$ cat src/rtl/gerador_instrucoes_if.sv
// Field/handshake and instruction-memory write bus of the RV32I encoder.
// The master side is the loader: it supplies the decoded fields and the
// memory ready. The slave side is the encoder.
interface gerador_instrucoes_if #(
   parameter int LARGURA_END = 8
) ();

   // Decoded instruction fields and handshake
   logic                   entrada_valida;
   logic                   entrada_pronta;
   logic [2:0]             tipo;
   logic [4:0]             rd;
   logic [4:0]             rs1;
   logic [4:0]             rs2;
   logic [2:0]             funct3;
   logic [6:0]             funct7;
   logic [31:0]            imediato;

   // Instruction-memory write port
   logic                   mem_escreve;
   logic [LARGURA_END-1:0] mem_endereco;
   logic [31:0]            mem_dado;
   logic                   mem_pronta;

   modport master (
      output entrada_valida, tipo, rd, rs1, rs2, funct3, funct7, imediato,
      output mem_pronta,
      input  entrada_pronta, mem_escreve, mem_endereco, mem_dado
   );

   modport slave (
      input  entrada_valida, tipo, rd, rs1, rs2, funct3, funct7, imediato,
      input  mem_pronta,
      output entrada_pronta, mem_escreve, mem_endereco, mem_dado
   );

endinterface

$ cat src/rtl/gerador_instrucoes.sv
// Sequential RV32I instruction encoder. Accepts decoded fields (R, I-imm,
// I-load, S, B), packs them into a 32-bit word and writes it to instruction
// memory at consecutive word addresses, starting at ENDERECO_INICIAL.
// Illegal entries are swallowed and raise a sticky error. Once the last
// address is written the block stays full until limpar or reset.
// ENDERECO_INICIAL must be below 2**LARGURA_END.
module gerador_instrucoes #(
   parameter int LARGURA_END      = 8,
   parameter int ENDERECO_INICIAL = 0
) (
   input  logic                 clk,
   input  logic                 rst_n,
   gerador_instrucoes_if.slave  bus,
   input  logic                 limpar,
   output logic [LARGURA_END:0] contador,
   output logic                 cheia,
   output logic                 erro
);

   typedef enum logic [1:0] {
      OCIOSO  = 2'd0,
      ESCREVE = 2'd1,
      CHEIA   = 2'd2
   } estado_t;

   localparam int LARGURA_CONT = LARGURA_END + 1;

   localparam logic [LARGURA_END-1:0] END_INICIAL = LARGURA_END'(ENDERECO_INICIAL);
   localparam logic [LARGURA_END-1:0] END_ULTIMO  = '1;

   // tipo codes
   localparam logic [2:0] TIPO_R      = 3'd0;
   localparam logic [2:0] TIPO_I_IMM  = 3'd1;
   localparam logic [2:0] TIPO_I_LOAD = 3'd2;
   localparam logic [2:0] TIPO_S      = 3'd3;
   localparam logic [2:0] TIPO_B      = 3'd4;

   // Opcodes shared with the control decoder
   localparam logic [6:0] OP_R      = 7'b0110011;
   localparam logic [6:0] OP_I_IMM  = 7'b0010011;
   localparam logic [6:0] OP_I_LOAD = 7'b0000011;
   localparam logic [6:0] OP_S      = 7'b0100011;
   localparam logic [6:0] OP_B      = 7'b1100011;

   // State and datapath registers
   estado_t                estado_q,   estado_d;
   logic [LARGURA_END-1:0] endereco_q, endereco_d;
   logic [31:0]            dado_q,     dado_d;
   logic [LARGURA_END:0]   contador_q, contador_d;
   logic                   erro_q,     erro_d;
   logic                   escreve_q;
   logic                   cheia_q;

   // Encoder results
   logic [31:0]            palavra;
   logic                   legal;
   logic signed [31:0]     imm_s;
   logic                   imm_12_ok;
   logic                   imm_b_ok;
   logic                   aceite;
   logic                   escrita_feita;

   assign imm_s = bus.imediato;

   // I and S take a 12-bit signed immediate; B takes a 13-bit even byte offset
   assign imm_12_ok = (imm_s >= -32'sd2048) && (imm_s <= 32'sd2047);
   assign imm_b_ok  = (imm_s >= -32'sd4096) && (imm_s <= 32'sd4094) && !bus.imediato[0];

   // Pack the fields into an RV32I word and flag whether the entry is legal
   always_comb begin
      // NOTE: every variable gets a default before the case so no path leaves
      // it unassigned; an unassigned path would infer a latch.
      palavra = '0;
      legal   = 1'b0;
      unique case (bus.tipo)
         TIPO_R: begin
            palavra = {bus.funct7, bus.rs2, bus.rs1, bus.funct3, bus.rd, OP_R};
            legal   = 1'b1;
         end
         TIPO_I_IMM: begin
            palavra = {bus.imediato[11:0], bus.rs1, bus.funct3, bus.rd, OP_I_IMM};
            legal   = imm_12_ok;
         end
         TIPO_I_LOAD: begin
            palavra = {bus.imediato[11:0], bus.rs1, bus.funct3, bus.rd, OP_I_LOAD};
            legal   = imm_12_ok;
         end
         TIPO_S: begin
            palavra = {bus.imediato[11:5], bus.rs2, bus.rs1, bus.funct3,
                       bus.imediato[4:0], OP_S};
            legal   = imm_12_ok;
         end
         TIPO_B: begin
            palavra = {bus.imediato[12], bus.imediato[10:5], bus.rs2, bus.rs1,
                       bus.funct3, bus.imediato[4:1], bus.imediato[11], OP_B};
            legal   = imm_b_ok;
         end
         default: begin
            palavra = '0;
            legal   = 1'b0;
         end
      endcase
   end

   // Ready is the only combinational output: idle and not being cleared
   assign bus.entrada_pronta = (estado_q == OCIOSO) && !limpar;
   assign aceite             = bus.entrada_valida && bus.entrada_pronta;
   assign escrita_feita      = (estado_q == ESCREVE) && bus.mem_pronta;

   // Next-state logic; limpar overrides accept and write completion
   always_comb begin
      estado_d   = estado_q;
      endereco_d = endereco_q;
      dado_d     = dado_q;
      contador_d = contador_q;
      erro_d     = erro_q;

      if (limpar) begin
         estado_d   = OCIOSO;
         endereco_d = END_INICIAL;
         contador_d = '0;
         erro_d     = 1'b0;
      end else begin
         unique case (estado_q)
            OCIOSO: begin
               if (aceite) begin
                  if (legal) begin
                     dado_d   = palavra;
                     estado_d = ESCREVE;
                  end else begin
                     erro_d   = 1'b1;
                  end
               end
            end
            ESCREVE: begin
               if (escrita_feita) begin
                  contador_d = contador_q + LARGURA_CONT'(1);
                  if (endereco_q == END_ULTIMO) begin
                     estado_d = CHEIA;
                  end else begin
                     endereco_d = endereco_q + LARGURA_END'(1);
                     estado_d   = OCIOSO;
                  end
               end
            end
            CHEIA: begin
               estado_d = CHEIA;
            end
            default: begin
               estado_d = OCIOSO;
            end
         endcase
      end
   end

   // State and datapath registers; write strobe and full flag come from the next state
   always_ff @(posedge clk or negedge rst_n) begin
      if (!rst_n) begin
         estado_q   <= OCIOSO;
         endereco_q <= END_INICIAL;
         dado_q     <= '0;
         contador_q <= '0;
         erro_q     <= 1'b0;
         escreve_q  <= 1'b0;
         cheia_q    <= 1'b0;
      end else begin
         // NOTE: non-blocking assignments so every register samples the
         // pre-edge values, independent of statement order.
         estado_q   <= estado_d;
         endereco_q <= endereco_d;
         dado_q     <= dado_d;
         contador_q <= contador_d;
         erro_q     <= erro_d;
         escreve_q  <= (estado_d == ESCREVE);
         cheia_q    <= (estado_d == CHEIA);
      end
   end

   assign bus.mem_escreve  = escreve_q;
   assign bus.mem_endereco = endereco_q;
   assign bus.mem_dado     = dado_q;
   assign contador         = contador_q;
   assign cheia            = cheia_q;
   assign erro             = erro_q;

endmodule
$ cat src/flat_wrapper.sv
// flat-port wrapper written by rule: the top's interface ports become plain ports
module gerador_instrucoes_flat 
#(
   parameter int LARGURA_END      = 8,
   parameter int ENDERECO_INICIAL = 0
)
  (clk, rst_n, limpar, contador, cheia, erro, bus_entrada_valida, bus_tipo, bus_rd, bus_rs1, bus_rs2, bus_funct3, bus_funct7, bus_imediato, bus_mem_pronta, bus_entrada_pronta, bus_mem_escreve, bus_mem_endereco, bus_mem_dado);
  gerador_instrucoes_if #(.LARGURA_END(LARGURA_END)) bus_i ();
  input  logic clk;
  input  logic rst_n;
  input  logic limpar;
  output logic [LARGURA_END:0] contador;
  output logic cheia;
  output logic erro;
  input wire logic [$bits(bus_i.entrada_valida)-1:0] bus_entrada_valida;
  input wire logic [$bits(bus_i.tipo)-1:0] bus_tipo;
  input wire logic [$bits(bus_i.rd)-1:0] bus_rd;
  input wire logic [$bits(bus_i.rs1)-1:0] bus_rs1;
  input wire logic [$bits(bus_i.rs2)-1:0] bus_rs2;
  input wire logic [$bits(bus_i.funct3)-1:0] bus_funct3;
  input wire logic [$bits(bus_i.funct7)-1:0] bus_funct7;
  input wire logic [$bits(bus_i.imediato)-1:0] bus_imediato;
  input wire logic [$bits(bus_i.mem_pronta)-1:0] bus_mem_pronta;
  output wire logic [$bits(bus_i.entrada_pronta)-1:0] bus_entrada_pronta;
  output wire logic [$bits(bus_i.mem_escreve)-1:0] bus_mem_escreve;
  output wire logic [$bits(bus_i.mem_endereco)-1:0] bus_mem_endereco;
  output wire logic [$bits(bus_i.mem_dado)-1:0] bus_mem_dado;
  assign bus_i.entrada_valida = bus_entrada_valida;
  assign bus_i.tipo = bus_tipo;
  assign bus_i.rd = bus_rd;
  assign bus_i.rs1 = bus_rs1;
  assign bus_i.rs2 = bus_rs2;
  assign bus_i.funct3 = bus_funct3;
  assign bus_i.funct7 = bus_funct7;
  assign bus_i.imediato = bus_imediato;
  assign bus_i.mem_pronta = bus_mem_pronta;
  assign bus_entrada_pronta = bus_i.entrada_pronta;
  assign bus_mem_escreve = bus_i.mem_escreve;
  assign bus_mem_endereco = bus_i.mem_endereco;
  assign bus_mem_dado = bus_i.mem_dado;
  gerador_instrucoes #(.LARGURA_END(LARGURA_END), .ENDERECO_INICIAL(ENDERECO_INICIAL)) u_core (.clk(clk), .rst_n(rst_n), .bus(bus_i), .limpar(limpar), .contador(contador), .cheia(cheia), .erro(erro));
endmodule
$ cat config.mk
export PLATFORM = sky130hd
export DESIGN_NAME = gerador_instrucoes_flat
export DESIGN_NICKNAME = d
export VERILOG_FILES = /design/src/rtl/gerador_instrucoes_if.sv /design/src/rtl/gerador_instrucoes.sv /design/src/flat_wrapper.sv
export SDC_FILE = /design/constraint.sdc
export NUM_CORES = 1
export LEC_CHECK = 0
export CAP_MARGIN = 0
export CORE_ASPECT_RATIO = 1.25
export CORE_MARGIN = 2
export CORE_UTILIZATION = 40
export DETAILED_ROUTE_END_ITERATION = 16
export MAX_ROUTING_LAYER = met4
export PLACE_DENSITY_LB_ADDON = 0.12
export SLEW_MARGIN = 20
export SYNTH_ARGS = -nofsm -noshare
export SYNTH_HDL_FRONTEND = slang
export SYNTH_SLANG_ARGS = --single-unit
$ cat constraint.sdc
create_clock -name clk -period 1.8 [get_ports clk]
set_input_delay 0.36 -clock clk [delete_from_list [all_inputs] [get_ports clk]]
set_output_delay 0.36 -clock clk [all_outputs]
set_load 0.05 [all_outputs]
# Word-level counts from Yosys, hierarchy flattened

Index checks and enable logic that the tools add are counted.

$add $sub $neg: 2
Reductions and logical operators: 19
Magnitude comparators: 4
Bitwise operators: 1
Equal/unequal tests: 11
Multiplexer cells: 19

Operators by type and width:

| cell                                                                                  | number |
|---|---|
| 32-bit case mux with 5 select lines                                                   | 1 |
| 32-bit by 12-bit greater-or-equal comparator with 1-bit output, second input constant | 1 |
| 32-bit by 13-bit greater-or-equal comparator with 1-bit output, second input constant | 1 |
| 32-bit by 12-bit <= comparator with 1-bit output, second input constant               | 1 |
| 32-bit by 13-bit <= comparator with 1-bit output, second input constant               | 1 |
| 8-bit 2-to-1 mux                                                                      | 4 |
| 9-bit 2-to-1 mux                                                                      | 3 |
| 2-bit 2-to-1 mux                                                                      | 5 |
| 9-bit by 1-bit adder with 9-bit output, second input constant                         | 1 |
| 8-bit by 1-bit adder with 8-bit output, second input constant                         | 1 |
| 8-bit equality test, second input constant                                            | 1 |
| 2-bit nonzero test                                                                    | 4 |
| 3-bit by 2-bit equality test with 1-bit output, second input constant                 | 2 |
| 1-bit logical AND                                                                     | 6 |
| 2-bit case mux with 3 select lines                                                    | 1 |
| 3-bit AND reduction                                                                   | 2 |
| 2-bit by 1-bit equality test with 1-bit output, second input constant                 | 2 |
| 2-bit equality test, second input constant                                            | 2 |
| 1-bit 2-to-1 mux                                                                      | 4 |
| 2-bit != test, second input constant                                                  | 2 |
| 4-bit AND reduction                                                                   | 1 |
| 3-bit by 1-bit equality test with 1-bit output, second input constant                 | 1 |
| 3-bit equality test, second input constant                                            | 1 |
| 3-bit logical NOT                                                                     | 1 |
| 6 further kinds                                                                       | 7 |

Bits in registers: 54
Input port bits: 65

# Depth between registers and ports, before layout

Depth in word-level cells: 9
Mapped depth: 7
Depth with buffers taken out: 6

# Least setup slack after synthesis

No wires, ideal clock.

Path type: register -> output
From: reg u_core.estado_q[0]
To: out bus_entrada_pronta
Slack: -0.047 ns
Path buffers: 0
Arrival: 1.487 ns
Cell stages (with the launch flop): 2
Required time: 1.440 ns
Cells stage by stage: dfrtp_1 -> nor3_1

Word-level cells in the longest chain between the ends: 2

RTL lines:

| item                   | RTL line                  | source |
|---|---|---|
| start, declared        | gerador_instrucoes.sv:46  | `estado_t estado_q, estado_d;` |
| start signal, assigned | gerador_instrucoes.sv:169 | `estado_q <= estado_d;` |
| 2-bit logical NOT      | gerador_instrucoes.sv:106 | `assign bus.entrada_pronta = (estado_q == OCIOSO) && !limpar;` |
| 1-bit logical AND      | gerador_instrucoes.sv:106 |  |
| end, declared          | flat_wrapper.sv:24        | `output wire logic [$bits(bus_i.entrada_pronta)-1:0] bus_entrada_pronta;` |

No other way between the ends.

# Final worst setup path

From: in bus_imediato[26]
To: reg u_core.dado_q[20] (netlist: u_core.bus.mem_dado[20])

Word-level cells in the longest chain between the ends: 5

RTL lines:

| item                                                                                                                                      | RTL line                  | source |
|---|---|---|
| start, declared                                                                                                                           | flat_wrapper.sv:22        | `input wire logic [$bits(bus_i.imediato)-1:0] bus_imediato;` |
| 32-bit by 13-bit greater-or-equal comparator with 1-bit output / 32-bit by 13-bit <= comparator with 1-bit output (equally long branches) | gerador_instrucoes.sv:67  | `assign imm_b_ok = (imm_s >= -32'sd4096) && (imm_s <= 32'sd4094) && !bus.imediato[0];` |
| 1-bit logical AND (2 in a row)                                                                                                            | gerador_instrucoes.sv:67  |  |
| 1-bit case mux with 3 select lines *                                                                                                      | gerador_instrucoes.sv:75  | `unique case (bus.tipo)` |
| 4-bit AND reduction (no line) *                                                                                                           | --                        |  |
| end signal, assigned                                                                                                                      | gerador_instrucoes.sv:171 | `dado_q <= dado_d;` |
| end, declared                                                                                                                             | gerador_instrucoes.sv:48  | `logic [31:0] dado_q, dado_d;` |

Mark *: on every way between the ends. The rest lies on a longest branch, timed or not.
A chain may end at the register's enable or synchronous reset.

==> out/summary.txt <==
IO Port Bufs -> 115
async set-reset flop share out of synthesis -> 100.0%
most numerous cell in the Yosys netlist -> dfrtp_1
Total Power -> 3.454 mW
n_diodes -> 0
routed vias -> 2516
synth top area cells -> dfrtp_1 (43%), mux2_4 (14%), mux2_2 (4.2%)
distinct cell type count after synthesis -> 47
chip height -> 100.2 microns
Worst Skew -> 4.883 ps
MaxCap Viol Count -> 0
clock share of power -> 18.4%
CTS root buf -> clkbuf_8
CP cell instances -> clkdlybuf4s50_1, or4_4, nor2_4, nand4_4, nand3_4, buf_4, buf_12, mux2_4
total CTS buffers -> 5
Worst path top cell family by delay -> simple AND/OR/NAND/NOR gates
Required @ worst endpoint -> 1990 ps
DRT met1 WL -> 2.920 mm
dpl hpwl -> 5.293 mm
io pins -> 118
Final ANT Viol Nets -> 0
Tcrit/Tclk final -> 107.4%
Synth warnings -> 0
GRT Util Overall -> 19.03%
Nets -> 476
reported net switching power -> 1.282 mW
CTS H-tree depth -> 2
sequential share of the synthesized area -> 43.11%
final hold vios -> 0
finished layout cell area -> 4489 sq um
Overflow after GRT -> 0
vias per inst -> 5.012
Post-Synthesis Cells -> 262
drt pass-1 iters -> 4
CTS hold repair buffers -> 0
vias in the first global route -> 2546
CP Launch Type -> input pin
core area -> 7269 sq um
Post-Route Utilization -> 61.76%
failing checks -> negative setup slack
EDFF count, synth -> 0
Crit path arrival time -> 2120 ps
post-synth top area share -> 43.11%
Final WS setup -> -133.0 ps
first-pass GRT wire length -> 11.78 mm
GPL Wtd Cong -> 0.8051
CTS tree -> yes
setup violators final -> 27
WS Path Type -> input pin to flip-flop
Die W -> 80.95 microns
CP max FO -> 8
drt total wl -> 7.102 mm
pre-CTS setup slack -> -547.2 ps
pwr/cell area -> 769.3 nW/um^2
Avg WL per Cell -> 14.15 microns
Comb pwr share -> 41.2%
largest net degree at the start of global routing -> 52
DR iter-0 viols -> 58
worst-skew pair later-pin latency -> 300 ps
Pleak -> 2.066 nW
Crit path buffers/inverters -> 3
dominant cell type by area after synthesis -> dfrtp_1
FP Rows -> 35
met2 WL -> 3.746 mm
Fmax -> 517.3 MHz
RSZ-0062 raised after global routing -> yes
Placed Cells -> 486
Area Growth Syn to Fin -> 51.65%
status -> finished with violations
DR DRC count -> 0
VDD IR max -> 0.0004400 V
Critical-path top delay cell -> or4_4
Seq pwr share -> 40.4%
share of layout cells above drive strength 1 -> 37.56%
final slew viol count -> 0
Clock Path Buffers -> 2
final non-filler cell total -> 502
die footprint -> 8109 sq um
Starting Density -> 40.72%
Hold WC Path Type -> input pin to asynchronous set/reset pin
Worst Setup End Kind -> flip-flop
post-route minimum period -> 1933 ps
Syn Area/Cell -> 11.30 sq um
Internal Power -> 2.172 mW
FF+latch count, synth -> 51
initial antenna violation count -> 0
top_reg_cell synth -> dfrtp_1
clk slew on worst S/H paths -> 90 ps
top cells by count, synth -> dfrtp_1 (51), mux2_4 (27), nor2_1 (20), nand2_1 (15), nor2b_1 (13)
synthesized area -> 2960 sq um
placed cell areas -> 4260 sq um
sw frac -> 37.12%
clk sinks -> 51
Max Used Layer -> met4
met3 routed WL -> 367 microns
Max stage delay on crit path -> 430 ps
-- path summary, 6_finish.rpt --
path	slack, ps	startpoint	to	depth (start not counted)
min in group clk	520	u_core.bus.mem_dado[20]$_DFFE_PN0P_	u_core.bus.mem_dado[20]$_DFFE_PN0P_	1
hold reg to reg	520	u_core.bus.mem_dado[20]$_DFFE_PN0P_	u_core.bus.mem_dado[20]$_DFFE_PN0P_	1
hold / removal	50	rst_n	u_core.bus.mem_endereco[6]$_DFFE_PN0P_	2
max in group asynchronous	1530	rst_n	u_core.bus.mem_dado[22]$_DFFE_PN0P_	2
setup reg to reg	-120	u_core.estado_q[0]$_DFF_PN0_	u_core.bus.mem_dado[20]$_DFFE_PN0P_	7
setup / recovery	-130	bus_imediato[26]	u_core.bus.mem_dado[20]$_DFFE_PN0P_	8
-- layout make-up --
cell class                 instances  area, sq um
sequential                        51         1276
fill                             681         2780
multi-input combinational        194         1583
clock buffer                       7        76.32
clock inverter                     1        5.005
inverter                           3        11.26
tap                               92        115.1
timing repair buffer             154         1423
-- per-layer routing --
metal  track usage [%]  vias up
met1             23.03     1203
met2             32.61       68
met5                 -        -
li1                  -     1236
met4             4.694        0
met3             3.507        9
-- through the flow --
stage	hold slack [ps]	setup TNS, ps
2_1_floorplan	64.41	-262.4
3_3_place_gp	373.5	-15010
3_5_place_dp	384.6	-16210
4_1_cts	53.28	-3598
5_1_grt	50.04	-4552
6_report	45.63	-3228
-- repair_timing --
item                       CTS  global route
pin swaps                    0             1
gates resized for setup     20             3
gates cloned                 3             0
setup endpoints to repair   29            31
buffers inserted             4             3
-- placed cells by master, fill, tap and decap left out, types with 12 or more instances in the layout --
master,n
buf_4,80
clkdlybuf4s50_1,50
dfrtp_1,51
dlygate4sd2_1,12
mux2_4,27
nand2_1,15
nand4_1,12
nor2_1,20
nor2b_1,13
-- logic make-up (layout without fill, tap and decap cells) --
logic type	after synthesis	after routing	synth area share [%]
compound gates	46	46	9.636
fa+ha+maj	2	2	0.8452
mux	41	41	18.89
simple gates	91	91	18.81
xor+xnor	12	12	3.551
other cells	1	2	0.1267
flops	51	51	43.11
buf+inv	18	165	5.029
-- power groups by stage --
stage | registers [mW] | logic (mW) | clock network, mW
4_1_cts | 1.40 | 1.44 | 0.662
3_3_place_gp | 1.41 | 1.41 | 0
5_1_grt | 1.42 | 1.49 | 0.715
6_report | 1.40 | 1.42 | 0.634
2_1_floorplan | 1.92 | 0.379 | 0
3_5_place_dp | 1.41 | 1.43 | 0
-- flip-flops by register name, summed over array words and instances, names as in the netlist --
register	cells
u_core.bus.mem_dado	29
u_core.bus.mem_endereco	8
u_core.bus.mem_escreve	1
u_core.cheia	1
u_core.contador	9
u_core.erro	1
u_core.estado_q	2
Note: power is estimated with default switching activity, not from simulation.
